`src/rtl/ped_req_cond_pkg.sv`:
```
// Shared definitions for the pedestrian request conditioner: FSM encodings,
// default timing constants and the system clock rate it shares with main_ltc.
package ped_req_cond_pkg;

    typedef enum logic [1:0] {
        IDLE     = 2'd0,
        DEBOUNCE = 2'd1,
        FIRE     = 2'd2,
        LOCKOUT  = 2'd3
    } state_t;

    localparam int CLK_HZ       = 1000;   // 1 kHz system tick
    localparam int DB_CYC_DEF   = 20;     // 20 ms debounce
    localparam int LOCK_CYC_DEF = 50000;  // 50 s lockout

endpackage

```
`src/rtl/ped_req_cond_btn_sync2.sv`:
```
// Two-flop synchroniser for the raw push-button plus a delayed copy used to
// detect the rising edge of the synchronised level.
module btn_sync2 (
    input  logic clk,
    input  logic rst,
    input  logic btn_raw,
    output logic btn_s,
    output logic rise
);

    logic s1;
    logic btn_s_d;

    always_ff @(posedge clk or posedge rst) begin
        if (rst) begin
            s1      <= 1'b0;
            btn_s   <= 1'b0;
            btn_s_d <= 1'b0;
        end else begin
            s1      <= btn_raw;
            btn_s   <= s1;
            btn_s_d <= btn_s;
        end
    end

    assign rise = btn_s & ~btn_s_d;

endmodule

```
`src/rtl/ped_req_cond.sv`:
```
// Debounces the pedestrian button and issues one N pulse per accepted press,
// with a lockout window that can hold at most one queued press.
module ped_req_cond
    import ped_req_cond_pkg::*;
#(
    parameter int DB_CYC   = DB_CYC_DEF,
    parameter int LOCK_CYC = LOCK_CYC_DEF,
    parameter int CNT_W    = 8
) (
    input  logic             clk,
    input  logic             rst,
    input  logic             btn_raw,
    output logic             N,
    output logic             busy,
    output logic             pending,
    output logic [CNT_W-1:0] fire_cnt
);

    localparam int DB_W = $clog2(DB_CYC + 1);
    localparam int LK_W = (LOCK_CYC > 1) ? $clog2(LOCK_CYC) : 1;

    logic btn_s;
    logic rise;

    btn_sync2 u_sync (
        .clk     (clk),
        .rst     (rst),
        .btn_raw (btn_raw),
        .btn_s   (btn_s),
        .rise    (rise)
    );

    state_t          state, state_nx;
    logic [DB_W-1:0] db_cnt, db_nx;
    logic [LK_W-1:0] lk_cnt, lk_nx;
    logic            pend_nx;

    always_comb begin
        state_nx = state;
        db_nx    = db_cnt;
        lk_nx    = lk_cnt;
        pend_nx  = pending;
        case (state)
            IDLE: begin
                if (btn_s) begin
                    state_nx = DEBOUNCE;
                    db_nx    = DB_W'(1);
                end
            end
            DEBOUNCE: begin
                if (!btn_s) begin
                    state_nx = IDLE;
                    db_nx    = '0;
                end else if (db_cnt == DB_W'(DB_CYC)) begin
                    state_nx = FIRE;
                    db_nx    = '0;
                end else begin
                    db_nx = db_cnt + DB_W'(1);
                end
            end
            FIRE: begin
                lk_nx    = '0;
                state_nx = LOCKOUT;
            end
            LOCKOUT: begin
                lk_nx = lk_cnt + LK_W'(1);
                // Only the first rise is queued; later ones are dropped.
                if (rise) pend_nx = 1'b1;
                if (lk_cnt == LK_W'(LOCK_CYC - 1)) begin
                    lk_nx    = '0;
                    state_nx = (pending || rise) ? FIRE : IDLE;
                end
            end
            default: state_nx = IDLE;
        endcase
        // Entering FIRE consumes any queued press.
        if (state_nx == FIRE) pend_nx = 1'b0;
    end

    // Outputs are registered from the next state so N lines up with FIRE.
    always_ff @(posedge clk or posedge rst) begin
        if (rst) begin
            state    <= IDLE;
            db_cnt   <= '0;
            lk_cnt   <= '0;
            N        <= 1'b0;
            busy     <= 1'b0;
            pending  <= 1'b0;
            fire_cnt <= '0;
        end else begin
            state   <= state_nx;
            db_cnt  <= db_nx;
            lk_cnt  <= lk_nx;
            pending <= pend_nx;
            N       <= (state_nx == FIRE);
            busy    <= (state_nx == FIRE) || (state_nx == LOCKOUT);
            if (state_nx == FIRE && fire_cnt != '1)
                fire_cnt <= fire_cnt + CNT_W'(1);
        end
    end

endmodule

```
`config.mk`:
```
export PLATFORM = sky130hd
export DESIGN_NAME = ped_req_cond
export DESIGN_NICKNAME = d
export VERILOG_FILES = /design/src/rtl/ped_req_cond_pkg.sv /design/src/rtl/ped_req_cond_btn_sync2.sv /design/src/rtl/ped_req_cond.sv
export SDC_FILE = /design/constraint.sdc
export NUM_CORES = 1
export LEC_CHECK = 0
export CORE_MARGIN = 2
export CORE_UTILIZATION = 38
export CTS_CLUSTER_SIZE = 16
export DETAILED_ROUTE_END_ITERATION = 8
export SKIP_LAST_GASP = 1
export SLEW_MARGIN = 20
export SYNTH_ARGS = -nofsm -noshare
export SYNTH_HDL_FRONTEND = slang
export SYNTH_SLANG_ARGS = --single-unit
```
`constraint.sdc`:
```
create_clock -name clk -period 4.4 [get_ports clk]
set_input_delay 0.66 -clock clk [delete_from_list [all_inputs] [get_ports clk]]
set_output_delay 0.66 -clock clk [all_outputs]
set_load 0.005 [all_outputs]
```
==> impl_results.md, run 1 <==
* Outcome: completed
* Max Slew Vio Count at 0
* Final setup vio count at 0
* Pwr/cell area at 319 nW/µm²
* Max_cap viols at 0
* Io pins at 14
* CTS Sinks at 37
* Gate power share at 5.0%
* Fin crit period at ~2400 ps
* Post-CTS sizing at 0
* Most used DFF post-synth: dfrtp_1
* RSZ-0062 raised after global routing: false
* Die ar. at 5510 µm²
* Initial antenna violation count at 0
* XOR/XNOR Fraction of Synth Area at 4.67%
* Net Sw Frac at a little over a fifth
* Largest area contributor in the netlist: dfrtp_1
* Post-DRT Antenna Nets at 0
* WHS at 352 ps
* Async SR Flop Fraction at 100%
* Period utilisation layout at 55.0%
* Leakage at ~0.92 nW
* Maximum clock path buffer count at 2
* Area contributors post-synth: dfrtp_1 49%, o21ai_0 5.3%, nand3_1 4.8%, nand2_1 4.2%, xnor2_1 3.7%
* Synth warnings at 0
* Simple-gate share of the synthesized area at between 20% and 30%
* Post-synth EDFFs at 0
* CTS tree: built
* DP HPWL at 2.55 mm
* Power share of the clock group at 43.2%
* Total chip power at 703 µW
* Postcts setup bufs at 0
* Die width at 74.3 µm
* GRT Total Usage at between 10% and 20%
* Syn avg cell area at between 10 and 15 µm²
* Clock slew seen by the registers of the worst setup and hold paths at approximately 80 ps
* Crit path max-delay cell type: o41ai_2
* P_sw at between 150 and 200 µW
* Area Overhead vs Synth at 17.3%
* Placed cell areas at 2080 µm²
* Clock latency on the worst-skew pair at around 290 ps
* Crit path launch type: flop
* Largest net degree at the start of global routing at 22
* GP Congestion at 0.813
* PortBufs at 13
* R2r setup slk at 1980 ps
* Starting Density at 39.4%
* Cell Area, Synth at ~1900 µm²
* Pre-CTS setup slack at 1990 ps
* TritonRoute pass-1 iters at 4
* DR WL/cell at 13.6 µm
* Fin. Hold Viols at 0
* Slew headroom at 47.8%
* Vias per Instance at between 5 and 6
* Final routed DRC violation total at 0
* Total Wirelength at 3.67 mm
* Mux cell area share after synthesis at 1.67%
* Synthesized-area fraction occupied by adder cells at 2.67%
* Vias in the first global route at 1425
* Critical path's largest stage delay at approximately 600 ps
* Synth top area share at 49.4%
* Core Region at 4750 µm²
* Global-route wire length before repair at 6.62 mm
* Post-synthesis cell type count at 36
* 1st-iter DRT viols at 82
* VDD IR max at 0.000226 V
* Final core utilization at 46.3%
* Chip Height at 74.3 µm
* Worst-Margin Slew at 782 ps
* Root Driver: clkbuf_8
* Critical path start-end classification: flop to flop
* Syn_nets at 193
* Mapped Cells at 186
* Critical-path cell list: or4b_4 > o41ai_2 > buf_4 > nand3_1 > mux2_2
* Layout cells sized above 1 at about 8.4%
* Post-Place Cells at 262
* Nature of the critical path endpoint: flop
* Grt ovf at 0
* Final cell count without fillers at 270
* Final WS setup at 1980 ps
* Register bit total from synthesis at 37
* CTS Hold Bufs at 0
* Maximum fanout along the worst path at 9
* Hold crit path type: flop to flop
* Worst path required time at around 4600 ps
* Synth cell count leaders: 37 x dfrtp_1, 21 x nand2_1, 20 x o21ai_0, 18 x nand3_1, 8 x xnor2_1
* Vias at roughly 1400
* Count leader, synth: dfrtp_1
* Compound-gate portion of the synthesized area at 15.8%
* FMAX at 414 MHz
* H-tree lvl count at 2
* Nets at 209
* Rows at 25
* Seq pwr share at between 50% and 60%
* Diodes inserted at 0
* Final Cell Area at around 2200 µm²
* Setup TNS at 0 ps
* Sequential area share after synthesis at 49.4%
* Clock skew at 9.39 ps
* CP arrival at 2600 ps
* Pint at 551 µW
* Largest family of logic cells by synthesized area: simple AND/OR/NAND/NOR gates
* Clock buffer count from CTS at 5
-- flip-flops by register name, indices dropped and copies added (netlist names) --
name	cells
lk_cnt	16
fire_cnt	8
db_cnt	5
state	2
N	1
busy	1
pending	1
u_sync.btn_s	1
u_sync.btn_s_d	1
u_sync.s1	1
-- critical path: cells and delay by family (launching register included) --
kind	cells	cell delay (ps)
muxes	1	290
buffers and inverters	1	280
AOI/OAI and AO/OA	1	600
DFF	1	430
and+or+nand+nor	2	710
-- worst paths after layout --
kind,startpoint,endpoint,cells after the start
min in group asynchronous,rst,fire_cnt[7],2
max in group asynchronous,rst,lk_cnt[8],3
worst min register to register,u_sync.s1,u_sync.btn_s,0
worst min-delay path,u_sync.s1,u_sync.btn_s,0
worst max-delay path,lk_cnt[11],fire_cnt[1],5
worst max register to register,lk_cnt[11],fire_cnt[1],5
-- layer usage --
layer | share of wire (%) | vias up | wire length (µm) | GRT usage (%)
met5 | 0 | - | 0 | 0
met4 | 1.5 | 0 | 55 | 6.94
met3 | 3.1 | 5 | 114 | 3.12
met2 | 43 | 28 | 1590 | 23.9
li1 | - | 724 | - | -
met1 | 52 | 690 | 1920 | 21.8
-- placed cells by master (no fill, tap or decap), types with 3 or more instances in the layout --
cell,Yosys,layout
and4_1,3,3
dfrtp_1,37,37
nand2_1,21,21
a21oi_1,7,7
nand4_1,6,6
a22o_1,4,4
nor3_1,4,4
o21ai_0,20,20
clkdlybuf4s50_1,0,13
nor2_1,6,6
clkbuf_8,0,6
a31oi_1,5,5
xnor2_1,8,8
ha_1,4,4
and3_1,5,5
nand3_1,18,18
inv_1,5,5
nor2b_1,3,3
-- area by class of cell --
| class | instances | area [µm²] |
|---|---|---|
| clock buffers | 6 | 82.6 |
| clock inverters | 2 | 37.5 |
| multi-input cells | 138 | 907 |
| inverters | 5 | 18.8 |
| well taps | 67 | 83.8 |
| fillers | 463 | 2550 |
| flip-flops and latches | 37 | 926 |
| repair buffers | 15 | 145 |
-- power by group through the flow --
stage | clock, mW | combinational [mW] | sequential, mW
floorplan | 0 | 0.0262 | 0.367
global placement | 0 | 0.0352 | 0.371
detailed placement | 0 | 0.0362 | 0.371
CTS | 0.316 | 0.0363 | 0.364
global route | 0.329 | 0.0398 | 0.366
finish | 0.304 | 0.0349 | 0.364
-- logic make-up (layout without fill, tap and decap cells) --
| group | after synthesis | count (layout) |
|---|---|---|
| AOI/OAI and AO/OA | 44 | 44 |
| xor gates and xnor gates | 10 | 10 |
| muxes | 3 | 3 |
| buffers and inverters | 11 | 28 |
| and+or+nand+nor | 77 | 77 |
| DFF | 37 | 37 |
| adders and majority gates | 4 | 4 |
No activity file was read; power rests on OpenSTA's default activity.
==> run 2, diff against run 1 <==
==> constraint.sdc (replaced) <==
create_clock -name clk -period 2.39 [get_ports clk]
set_input_delay 0.3585 -clock clk [delete_from_list [all_inputs] [get_ports clk]]
set_output_delay 0.3585 -clock clk [all_outputs]
set_load 0.005 [all_outputs]
==> impl_results.md, run 2 (synthesis results as in run 1) <==
* Final setup vio count at 0 (unchanged)
* Met2 Usage GRT at 22.1% (was 23.9%)
* CTS Sinks at 37 (unchanged)
* Crit path max-delay cell type: or4b_4 (was o41ai_2)
* Top Usage Layer GRT: met1 (was met2)
* Vias per Instance at 5.21 (was 5.36)
* CTS tree: built (unchanged)
* 1st-iter DRT viols at 64 (was 82)
* Critical path's largest stage delay at 590 ps (was 600 ps)
* Total Wirelength at 3.82 mm (was 3.67 mm)
* Final routed DRC violation total at 0 (unchanged)
* Pint at 936 µW (was 551 µW)
* Fill cells at 459 (was 463)
* RSZ-0062 raised after global routing: false (unchanged)
* Root Driver: clkbuf_8 (unchanged)
* Gate power share at 5.3% (was 5.0%)
* Met1 usage at 22.5% (was 21.8%)
* GP Congestion at 0.795 (was 0.813)
* Vias at 1444 (was 1447)
* Maximum fanout along the worst path at 5 (was 9)
* Clock skew at 3.94 ps (was 9.39 ps)
* CP arrival at 2370 ps (was 2600 ps)
* VDD IR max at 0.000308 V (was 0.000226 V)
* CP top delay family: simple AND/OR/NAND/NOR gates (unchanged)
* Postcts setup bufs at 0 (unchanged)
* Post-CTS sizing at 0 (unchanged)
* Die ar. at 5510 µm² (unchanged)
* Core Region at 4750 µm² (unchanged)
* Io pins at 14 (unchanged)
* Period utilisation layout at 92.0% (was 55.0%)
* Net Sw Frac at 23.4% (was 21.6%)
* Worst path bufs/invs at 0 (was 1)
* Fin crit period at 2200 ps (was 2420 ps)
* Clock latency on the worst-skew pair at 280 ps (was 290 ps)
* Global-route wire length before repair at 6.49 mm (was 6.62 mm)
* Setup TNS at 0 ps (unchanged)
* Worst-Margin Slew at 619 ps (was 782 ps)
* Most common cell after layout, fill and taps aside: dfrtp_1 (unchanged)
* Critical path start-end classification: flop to flop (unchanged)
* Starting Density at 39.4% (unchanged)
* Outcome: completed (unchanged)
* Pwr/cell area at 547 nW/µm² (was 319 nW/µm²)
* GRT Total Usage at 15.2% (was 15.7%)
* Max Slew Vio Count at 0 (unchanged)
* P_sw at 286 µW (was 152 µW)
* Slew headroom at 58.4% (was 47.8%)
* Fin. Hold Viols at 0 (unchanged)
* Total chip power at 1.22 mW (was 703 µW)
* Die width at 74.3 µm (unchanged)
* Diodes inserted at 0 (unchanged)
* Hold crit path type: flop to flop (unchanged)
* Grt ovf at 0 (unchanged)
* Most frequent cells in the layout: 37 x dfrtp_1, 21 x nand2_1, 20 x o21ai_0, 18 x nand3_1, 13 x clkdlybuf4s50_1 (unchanged)
* Initial antenna violation count at 0 (unchanged)
* Crit path launch type: flop (unchanged)
* Post-DRT Antenna Nets at 0 (unchanged)
* Nature of the critical path endpoint: flop (unchanged)
* DR WL/cell at 13.8 µm (was 13.6 µm)
* Top reg by flops: lk_cnt (unchanged)
* Nets at 216 (was 209)
* R2r setup slk at 190 ps (was 1980 ps)
* Maximum clock path buffer count at 2 (unchanged)
* Max_cap viols at 0 (unchanged)
* Seq pwr share at 55.0% (was 51.8%)
* DP HPWL at 2.55 mm (about the same)
* Worst path required time at 2560 ps (was 4580 ps)
* Area Overhead vs Synth at 19.1% (was 17.3%)
* PortBufs at 13 (unchanged)
* CTS Hold Bufs at 0 (unchanged)
* Rows at 25 (unchanged)
* Layout cells sized above 1 at 11.4% (was 8.37%)
* FMAX at 455 MHz (was 414 MHz)
* Power share of the clock group at 39.8% (was 43.2%)
* Top Registers: lk_cnt: 16 flops, fire_cnt: 8 flops, db_cnt: 5 flops (unchanged)
* Chip Height at 74.3 µm (unchanged)
* Pre-CTS setup slack at 210 ps (was 1990 ps)
* Met3 Usage GRT at 4.20% (was 3.12%)
* Leakage at 0.951 nW (was 0.919 nW)
* Critical-path cell list: or4b_4 > o41a_4 > nor4_4 > nand4_1 > xnor2_1 (was or4b_4 > o41ai_2 > buf_4 > nand3_1 > mux2_2)
* Clock buffer count from CTS at 5 (unchanged)
* Clock slew seen by the registers of the worst setup and hold paths at 70 ps (was 80 ps)
* H-tree lvl count at 2 (unchanged)
* Largest net degree at the start of global routing at 38 (was 22)
* Vias in the first global route at 1352 (was 1425)
* TritonRoute pass-1 iters at 4 (unchanged)
* Final WS setup at 190 ps (was 1980 ps)
* Largest register FFs at 16 (unchanged)
[run 2: cell types whose count changed in the layout (fill, tap and decap cells not counted), sizes merged]
| cell | delta |
|---|---|
| buf | +7 |
| bufinv | -1 |
| clkbuf | +1 |
| clkinv | +1 |
| clkinvlp | -1 |
[run 2: power groups by stage]
| stage | registers (mW) | clock network (mW) | logic, mW |
|---|---|---|---|
| after floorplan | 0.676 | 0 | 0.0483 |
| after global placement | 0.683 | 0 | 0.0642 |
| after detailed placement | 0.684 | 0 | 0.0647 |
| after CTS | 0.671 | 0.497 | 0.0658 |
| after global routing | 0.677 | 0.522 | 0.0753 |
| final | 0.672 | 0.486 | 0.0642 |
[run 2: worst paths after layout]
check,startpoint,cells after the start,to
worst max-delay path,lk_cnt[11],5,fire_cnt[5]
worst min-delay path,u_sync.s1,0,u_sync.btn_s
worst max register to register,lk_cnt[11],5,fire_cnt[5]
worst min register to register,u_sync.s1,0,u_sync.btn_s
max in group asynchronous,rst,3,lk_cnt[11]
min in group asynchronous,rst,3,db_cnt[1]
[run 2: per-stage QoR]
step / instance area, µm² / hold slack (ps) / utilization [%] / std cells
final: 2230 / 356 / 47.0 / 277
after global routing: 2230 / 369 / 47.0 / 277
after CTS: 2230 / 357 / 47.0 / 277
after detailed placement: 2130 / 340 / 44.9 / 269
after global placement: 2130 / 335 / 44.9 / 269
after floorplan: 1880 / 331 / - / 186
[run 2: routing by layer]
metal / up-vias / wire length [µm]
met3: 2 / 147
met1: 694 / 1980
li1: 729 / -
met5: - / 0
met4: 0 / 22
met2: 19 / 1670
[run 2: worst register-to-register path, stage by stage (launching register included)]
cell,delay [ps]
dfrtp_1,430
or4b_4,590
o41a_4,470
nor4_4,310
nand4_1,150
xnor2_1,140
[run 2: final cells by class]
type | count | area (µm²) | area share (%)
clock buffers | 7 | 96.3 | 4.31
clock inverters | 1 | 5.00 | 0.224
inverters | 5 | 18.8 | 0.840
multi-input cells | 138 | 907 | 40.6
flip-flops and latches | 37 | 926 | 41.4
well taps | 67 | 83.8 | 3.75
repair buffers | 22 | 198 | 8.85
